--- src/rtl/posit_encode_pipe.sv ---
// posit_encode_pipe: two-stage pipelined posit encoder.
// Takes a decoded posit value (sign, signed power-of-two scale, fraction below the
// hidden 1, zero/NaR flags) and packs it into an N-bit posit. Rounding is
// round-to-nearest-even, and results saturate at maxpos/minpos.
//
// Ports:
//   clk, rst_n            clock, asynchronous active-low reset
//   in_valid / in_ready   input handshake
//   in_sign, in_zero,     decoded operand: sign (1 = negative), zero flag,
//   in_nar, in_scale,     NaR flag, two's-complement scale (SW bits),
//   in_frac               fraction bits below the hidden 1, MSB first
//   out_valid / out_ready output handshake
//   out_posit             packed posit, two's complement for negative values
//
// Stage 1 builds the regime/exponent/fraction body. Stage 2 rounds, clamps and
// packs it. in_ready depends combinationally on out_ready only.
module posit_encode_pipe #(
    parameter int unsigned N  = 8,
    parameter int unsigned es = 3,
    localparam int unsigned Bs = $clog2(N),
    localparam int unsigned SW = Bs + es + 2
) (
    input  logic          clk,
    input  logic          rst_n,
    input  logic          in_valid,
    output logic          in_ready,
    input  logic          in_sign,
    input  logic          in_zero,
    input  logic          in_nar,
    input  logic [SW-1:0] in_scale,
    input  logic [N-1:0]  in_frac,
    output logic          out_valid,
    input  logic          out_ready,
    output logic [N-1:0]  out_posit
);
    // Working width: terminator + exponent + fraction + room for the longest
    // unsaturated regime run. Bits below the kept 2N fold into a sticky bit.
    localparam int unsigned BW = 2 * N + es + 1;

    localparam logic [SW-1:0] KMAX       = SW'(N - 2);   // k >= KMAX saturates high
    localparam logic [SW-1:0] KMIN       = ~SW'(N - 2);  // -(N-1): k <= KMIN saturates low
    localparam logic [SW-1:0] KMAG_CLAMP = SW'(N - 3);
    localparam logic [SW-1:0] RUN_CLAMP  = SW'(N - 1);

    // Handshake and pipeline state
    logic           en1, en2;
    logic           v1_q, v2_q;
    logic           sign1_q, zero1_q, nar1_q, smax1_q, smin1_q, sticky1_q;
    logic [2*N-1:0] body1_q;
    logic [N-1:0]   posit_q;

    assign en2       = !v2_q || out_ready;
    assign en1       = !v1_q || en2;
    assign in_ready  = en1;
    assign out_valid = v2_q;
    assign out_posit = posit_q;

    // ---------------- Stage 1: regime construction ----------------
    logic [SW-1:0] k, kmag, run_len;
    logic          k_neg, sat_max, sat_min;
    logic [BW-1:0] tail_al, shifted, fill, body_full;

    assign k       = $unsigned($signed(in_scale) >>> es);
    assign k_neg   = k[SW-1];
    // Run length is k+1 ones for k >= 0, -k zeros for k < 0; ~k == -k-1.
    assign kmag    = k_neg ? ~k : k;
    // Clamp keeps the shifter small; any clamped value is saturated anyway.
    assign run_len = (kmag > KMAG_CLAMP) ? RUN_CLAMP : kmag + SW'(1);
    assign sat_max = !k_neg && (k >= KMAX);
    assign sat_min = k_neg && (k <= KMIN);

    // The regime terminator equals the sign of k (0 after ones, 1 after zeros).
    assign tail_al   = {k_neg, in_scale[es-1:0], in_frac, {N{1'b0}}};
    assign shifted   = tail_al >> run_len;
    assign fill      = ~({BW{1'b1}} >> run_len);
    assign body_full = k_neg ? shifted : (shifted | fill);

    // ---------------- Stage 2: round and pack ----------------
    logic [N-2:0] m, mag;
    logic         g, s, rnd;
    logic [N-1:0] sum, posit_d;

    assign m   = body1_q[2*N-1 -: N-1];
    assign g   = body1_q[N];
    assign s   = (|body1_q[N-1:0]) | sticky1_q;
    assign rnd = g & (s | m[0]);
    assign sum = {1'b0, m} + {{(N-1){1'b0}}, rnd};

    always_comb begin
        mag = sum[N-2:0];
        // A carry out of the magnitude would land on the NaR pattern.
        if (sum[N-1]) mag = '1;
        if (mag == '0) mag = {{(N-2){1'b0}}, 1'b1};
        if (smax1_q) begin
            mag = '1;
        end else if (smin1_q) begin
            mag = {{(N-2){1'b0}}, 1'b1};
        end
        posit_d = sign1_q ? -{1'b0, mag} : {1'b0, mag};
        if (nar1_q)  posit_d = {1'b1, {(N-1){1'b0}}};
        if (zero1_q) posit_d = '0;
    end

    // ---------------- State ----------------
    always_ff @(posedge clk or negedge rst_n) begin
        if (!rst_n) begin
            v1_q      <= 1'b0;
            sign1_q   <= 1'b0;
            zero1_q   <= 1'b0;
            nar1_q    <= 1'b0;
            smax1_q   <= 1'b0;
            smin1_q   <= 1'b0;
            sticky1_q <= 1'b0;
            body1_q   <= '0;
        end else if (en1) begin
            v1_q <= in_valid;
            if (in_valid) begin
                sign1_q   <= in_sign;
                zero1_q   <= in_zero;
                nar1_q    <= in_nar;
                smax1_q   <= sat_max;
                smin1_q   <= sat_min;
                body1_q   <= body_full[BW-1 -: 2*N];
                sticky1_q <= |body_full[BW-2*N-1:0];
            end
        end
    end

    always_ff @(posedge clk or negedge rst_n) begin
        if (!rst_n) begin
            v2_q    <= 1'b0;
            posit_q <= '0;
        end else if (en2) begin
            v2_q <= v1_q;
            if (v1_q) posit_q <= posit_d;
        end
    end

endmodule

--- config.mk ---
export PLATFORM = sky130hd
export DESIGN_NAME = posit_encode_pipe
export DESIGN_NICKNAME = d
export VERILOG_FILES = /design/src/rtl/posit_encode_pipe.sv
export SDC_FILE = /design/constraint.sdc
export NUM_CORES = 1
export LEC_CHECK = 0
export BUFFER_PORTS_ARGS = -buffer_cell sky130_fd_sc_hd__buf_2
export CORE_MARGIN = 2
export CORE_UTILIZATION = 25
export DETAILED_ROUTE_END_ITERATION = 6
export HOLD_SLACK_MARGIN = 0.08
export PLACE_DENSITY = 0.42
export SLEW_MARGIN = 20
export SYNTH_ARGS = -nofsm -noshare
export SYNTH_HDL_FRONTEND = slang
export SYNTH_SLANG_ARGS = --single-unit
--- constraint.sdc ---
create_clock -name clk -period 2.5 [get_ports clk]
set_input_delay 0.5 -clock clk [delete_from_list [all_inputs] [get_ports clk]]
set_output_delay 0.5 -clock clk [all_outputs]
set_load 0.02 [all_outputs]
==> results.md, run 1 <==
* Most flop-heavy register: body1_q
* Crit path buffers/inverters at 3
* Setup TNS at -0.0214 ns
* Master of the slowest instance on the critical path: sky130_fd_sc_hd__a221oi_2
* Leakage dissipation at 1.70 nW
* GR Overflow Total at 0
* Net count after synthesis at 370
* Mapped Area at between 2000 and 3000 sq um
* Share of synthesized area occupied by flip-flops and latches at 0.296
* First-pass GRT wire length at ~14,000 um
* Die width at roughly 110 um
* Area added between synthesis and finish at 48.1%
* Number of buffers added by the clock tree synthesis step at 5
* Slowest stage delay, CP at about 0.31 ns
* Clock Root Buffer: sky130_fd_sc_hd__clkbuf_8
* IO Count at 33
* Maximum resistive drop on vdd at ~280 uV
* CTS Hold Buffers Added at 0
* Element type at the critical path start: input pin
* TritonCTS sink count at 32
* Worst Hold Margin at about 0.26 ns
* Post-DP HPWL at 6810 um
* Wirelength per Cell at around 15 um
* Placer Congestion at approximately 0.86
* Number of flip-flops in the largest register at 16
* Type of the worst setup path: in -> reg
* CP Capture Type: register
* Synthesized instance count at 342
* Predominant post-synthesis flop cell: sky130_fd_sc_hd__dfrtp_1
* Slew at the pin closest to its max-slew limit at between 0.7 and 0.8 ns
* Post-synthesis register bit count at 32
* Via total after detailed routing at approximately 2,900
* Die Y at 108 um
* Initial antenna violation count at 0
* Proportion of register bits with asynchronous set or reset after synthesis at 1.00
* Yosys warning count at 0
* Status: finished with violations
* Commonest cells after routing, fill and taps aside: sky130_fd_sc_hd__buf_4, sky130_fd_sc_hd__nand2_1, sky130_fd_sc_hd__nor2_1
* Relative slew slack at 0.525
* Critical path required time at approximately 2.7 ns
* Vias in the first global route at 2,787
* Via density per instance at about 5
* Overall Power at between 0.002 and 0.0025 W
* Cell-by-cell listing of the critical path: buf_12 -> nand2b_4 -> nand2_4 -> buf_6 -> ha_4 -> o211a_1 -> o21ba_4 -> a31o_4 -> bufbuf_16 -> mux2i_4 -> nand3_2 -> a221oi_2 -> o21ai_1
* Drt pass-1 iters at 4
* Effective utilization at floorplan at 0.260
* Mean cell area of the mapped netlist at between 7 and 8 sq um
* ANT nets after route at 0
* Classification of the worst-slack hold path: in -> async
* Standard-cell row count at 37
* Pin count of the biggest net entering global routing at 33
* Clock Skew at ~0.0055 ns
* Clock latency on the worst-skew pair at between 0.2 and 0.3 ns
* Total Die Area at roughly 12,000 sq um
* Final Hold Fails at 0
* Starting DRT DRC Count at around 150
* CTS tree: built
* Placeable core region at about 10,000 sq um
* Crit path arrival time at about 2.7 ns
* Count of unique library cells instantiated by Yosys at between 60 and 70
* Post-synth EDFFs at 0
* Clock-pin transition on the worst setup and hold timing paths at ~0.07 ns
* H-Tree Level Count at 2
* Largest driver fanout on the critical path at 5
* Total DRC errors in the routed layout at 0
* Time the worst path needs with I/O delays and setup at 2.51 ns
* Family with the most delay on the worst path: compound AO/OA/AOI/OAI gates
* Final count of negative-setup-slack endpoints at 2
* DRT Wirelength at 8790 um
* Failing checks: negative setup slack
* Most common cell after layout, fill and taps aside: sky130_fd_sc_hd__buf_4
* Total GRT Usage at 0.155
* Ant diodes at 0
* Maximum frequency from static timing analysis at about 400 MHz
* Total of max-cap violations at 0
* Fraction of layout cells with a size suffix above 1 at 0.394
* Max Root-Sink Buffers at 2
* Power density over the cells at approximately 540 nW/um^2
* Worst path setup slack after routing at -0.0118 ns
* Fin nets at between 400 and 500
* RSZ-0062 raised after global routing: true
* Post-route clock period utilization at 1.00
* Quantity of I/O buffers inserted on ports at 32
* Number of slew-limit violations in the final report at 0
[area by class of cell]
class | instances | area, sq um
Clock inverter | 3 | 23.8
Tap cell | 136 | 170
Clock buffer | 5 | 68.8
Inverter | 4 | 15.0
Sequential cell | 32 | 801
Timing Repair Buffer | 112 | 866
Fill cell | 1080 | 6410
Multi-Input combinational cell | 283 | 2060
[final timing paths]
kind	start	endpoint	slack, ns	cells after the start
worst min-delay path	rst_n	out_valid	0.26	1
min in group clk	in_zero	zero1_q	0.40	3
worst min register to register	out_posit[0]	out_posit[0]	0.48	2
worst max register to register	body1_q[14]	out_posit[4]	0.19	8
max in group asynchronous	rst_n	body1_q[14]	1.78	1
worst max-delay path	in_scale[7]	sticky1_q	-0.01	13
[cell families (layout without fill, tap and decap cells)]
group | count (synthesis) | in the layout | share of synthesized area
buffers and inverters | 27 | 124 | 0.0435
XOR/XNOR | 9 | 9 | 0.0292
adder cells (fa/ha/maj) | 5 | 5 | 0.0231
AO/OA/AOI/OAI | 111 | 111 | 0.286
multiplexers | 24 | 24 | 0.0939
flip-flops | 32 | 32 | 0.296
AND/OR/NAND/NOR | 134 | 134 | 0.229
[Yosys cell counts, types with 7 or more instances]
cell | n | area [sq um]
sky130_fd_sc_hd__mux2i_1 | 18 | 180
sky130_fd_sc_hd__buf_2 | 7 | 35.0
sky130_fd_sc_hd__a21oi_1 | 21 | 105
sky130_fd_sc_hd__o21ai_1 | 16 | 80.1
sky130_fd_sc_hd__nor3_1 | 9 | 45.0
sky130_fd_sc_hd__o21ai_0 | 15 | 75.1
sky130_fd_sc_hd__nor2_1 | 40 | 150
sky130_fd_sc_hd__nand2_1 | 49 | 184
sky130_fd_sc_hd__a31oi_1 | 7 | 43.8
sky130_fd_sc_hd__clkbuf_1 | 14 | 52.6
sky130_fd_sc_hd__dfrtp_1 | 32 | 801
sky130_fd_sc_hd__nand3_1 | 9 | 45.0
[per-stage QoR]
step	utilization	instances	instance area [sq um]	setup WS, ns
after detailed placement	0.339	553	3530	-0.541
after floorplan	-	342	2810	-0.452
after global routing	0.384	575	4000	-0.0737
final	0.384	575	4000	-0.0118
after global placement	0.339	553	3530	-0.535
after CTS	0.367	569	3830	-0.00999
[report_power, final]
group,total (W),internal (W),switching [W],leakage [nW]
Combinational,0.00106,0.000505,0.000555,1.27
Clock,0.000402,0.000197,0.000206,0.0404
Sequential,0.000694,0.000620,0.0000741,0.389
[repair_timing]
action / 4_1_cts / 5_1_grt
gates cloned: 1 / 0
setup buffers: 7 / 6
hold endpoints to repair: 0 / 0
gates resized for setup: 23 / 30
endpoints found under the setup margin: 15 / 17
pin swaps: 9 / 20
[routing by layer]
| layer | share of wire | GRT usage | up-vias |
|---|---|---|---|
| li1 | - | - | 1459 |
| met1 | 0.48 | 0.213 | 1350 |
| met2 | 0.48 | 0.261 | 53 |
| met3 | 0.029 | 0.0175 | 10 |
| met4 | 0.011 | 0.0330 | 0 |
| met5 | 0 | 0 | - |
(Power assumes the default switching activity.)
==> run 2, diff against run 1 <==
--- a/config.mk
+++ b/config.mk
@@ -9,7 +9,9 @@
 export CORE_MARGIN = 2
 export CORE_UTILIZATION = 25
 export DETAILED_ROUTE_END_ITERATION = 6
+export GPL_ROUTABILITY_DRIVEN = 0
 export HOLD_SLACK_MARGIN = 0.08
+export MAX_ROUTING_LAYER = met4
 export PLACE_DENSITY = 0.42
 export SLEW_MARGIN = 20
 export SYNTH_ARGS = -nofsm -noshare
==> results.md, run 2 (same netlist as run 1, synthesis figures left out) <==
* Slew at the pin closest to its max-slew limit at approximately 0.71 ns
* Die width at approximately 110 um
* Number of buffers added by the clock tree synthesis step at 5
* Relative slew slack at 0.525
* Post-route clock period utilization at 1.00
* First-pass GRT wire length at ~14,000 um
* Area added between synthesis and finish at 48.1%
* Clock latency on the worst-skew pair at approximately 0.29 ns
* ANT nets after route at 0
* Starting DRT DRC Count at around 140
* Family with the most delay on the worst path: compound AO/OA/AOI/OAI gates
* Leakage dissipation at between 1.5 and 2 nW
* Grt met3 use at 0.0175
* Cell-by-cell listing of the critical path: buf_12 -> nand2b_4 -> nand2_4 -> buf_6 -> ha_4 -> o211a_1 -> o21ba_4 -> a31o_4 -> bufbuf_16 -> mux2i_4 -> nand3_2 -> a221oi_2 -> o21ai_1
* Max Root-Sink Buffers at 2
* Clock-pin transition on the worst setup and hold timing paths at 0.08 ns
* Most flop-heavy register: body1_q
* Total DRC errors in the routed layout at 0
* Worst path setup slack after routing at -0.0108 ns
* Type of the worst setup path: in -> reg
* Standard-cell row count at 37
* Time the worst path needs with I/O delays and setup at 2.51 ns
* Total placed cells including tap cells at between 500 and 600
* GR Overflow Total at 0
* Total Die Area at around 12,000 sq um
* Post-placement setup slack at -0.541 ns
* Die Y at 108 um
* Clock Skew at 0.00643 ns
* Quantity of I/O buffers inserted on ports at 32
* TritonCTS sink count at 32
* Commonest cells after routing, fill and taps aside: sky130_fd_sc_hd__buf_4, sky130_fd_sc_hd__nand2_1, sky130_fd_sc_hd__nor2_1
* Crit path arrival time at 2.69 ns
* Most common cell after layout, fill and taps aside: sky130_fd_sc_hd__buf_4
* Element type at the critical path start: input pin
* Final count of negative-setup-slack endpoints at 2
* Total GRT Usage at 0.159
* Fin nets at roughly 470
* Layout Utilization at 0.384
* Crit path buffers/inverters at 3
* Critical path required time at 2.68 ns
* Via total after detailed routing at 2,878
* CTS tree: built
* Power density over the cells at 539 nW/um^2
* Clock Root Buffer: sky130_fd_sc_hd__clkbuf_8
* Total of max-cap violations at 0
* Placeable core region at 10,400 sq um
* Fraction of layout cells with a size suffix above 1 at 0.394
* Status: finished with violations
* IO Count at 33
* Effective utilization at floorplan at 0.260
* Worst Hold Margin at between 0.2 and 0.3 ns
* Number of filler instances in the final layout at approximately 1,100
* Failing checks: negative setup slack
* DRT Wirelength at a little under 9000 um
* Vias in the first global route at about 2,800
* Largest driver fanout on the critical path at 5
* Met1 GRT Util at 0.214
* Drt pass-1 iters at 4
* Number of flip-flops in the largest register at 16
* Final Hold Fails at 0
* Initial antenna violation count at 0
* Pin count of the biggest net entering global routing at 33
* RSZ-0062 raised after global routing: true
* Classification of the worst-slack hold path: in -> async
* CTS Hold Buffers Added at 0
* Ant diodes at 0
* Global-route track usage on met2 at 0.261
* Post-DP HPWL at a little under 7000 um
* Maximum resistive drop on vdd at ~280 uV
* H-Tree Level Count at 2
* Layer carrying the most global-route usage: met2
* CP Capture Type: register
* Wirelength per Cell at 15.3 um
* Final std cells w/o fill at about 580
* Number of slew-limit violations in the final report at 0
* Master of the slowest instance on the critical path: sky130_fd_sc_hd__a221oi_2
* Via density per instance at 5.01
* Maximum frequency from static timing analysis at around 400 MHz
* Overall Power at between 0.002 and 0.0025 W
* Slowest stage delay, CP at between 0.3 and 0.4 ns
[run 2: cell counts in the layout (fill, tap and decap cells not counted)]
Identical to the previous run, type by type.
[run 2: final timing paths]
path	from	endpoint	slack [ns]	depth (start not counted)
worst max-delay path	in_scale[7]	sticky1_q	-0.01	13
worst min-delay path	rst_n	out_valid	0.26	1
worst max register to register	body1_q[14]	out_posit[4]	0.20	8
worst min register to register	out_posit[0]	out_posit[0]	0.48	2
max in group asynchronous	rst_n	body1_q[14]	1.78	1
min in group clk	in_zero	zero1_q	0.40	3
[run 2: worst register-to-register path: cells and delay by family, from the launching register on]
family	cells	cell delay, ns
compound gates	4	0.75
simple gates	2	0.66
flops	1	0.43
fa+ha+maj	1	0.20
xor+xnor	1	0.16
[run 2: metal layers]
layer | part of all wire | vias to the layer above
li1 | - | 1460
met1 | 0.48 | 1353
met2 | 0.48 | 56
met3 | 0.032 | 9
met4 | 0.0093 | 0
met5 | 0 | -
[run 2: power by group]
part	internal [W]	switching, W	leakage, nW
sequential	0.000620	0.0000741	0.389
clock	0.000197	0.000207	0.0404
combinational	0.000504	0.000555	1.27
total	0.00132	0.000836	1.70
[run 2: repair_timing]
action | in CTS | in global routing
endpoints found under the setup margin | 15 | 17
gates resized for setup | 23 | 30
gates cloned | 1 | 0
pin swaps | 9 | 20
setup buffers | 7 | 6
[run 2: metrics by stage]
stage / setup TNS [ns] / area [sq um]
3_3_place_gp: -5.56 / 3530
4_1_cts: -0.0135 / 3830
6_report: -0.0209 / 4000
3_5_place_dp: -6.04 / 3530
2_1_floorplan: -5.64 / 2810
5_1_grt: -0.414 / 4000
[run 2: cell type report]
class | count | area [sq um] | area share
Clock buffer | 5 | 68.8 | 0.0172
Clock inverter | 3 | 23.8 | 0.00594
Inverter | 4 | 15.0 | 0.00375
Multi-Input combinational cell | 283 | 2060 | 0.514
Sequential cell | 32 | 801 | 0.200
Tap cell | 136 | 170 | 0.0425
Timing Repair Buffer | 112 | 866 | 0.216
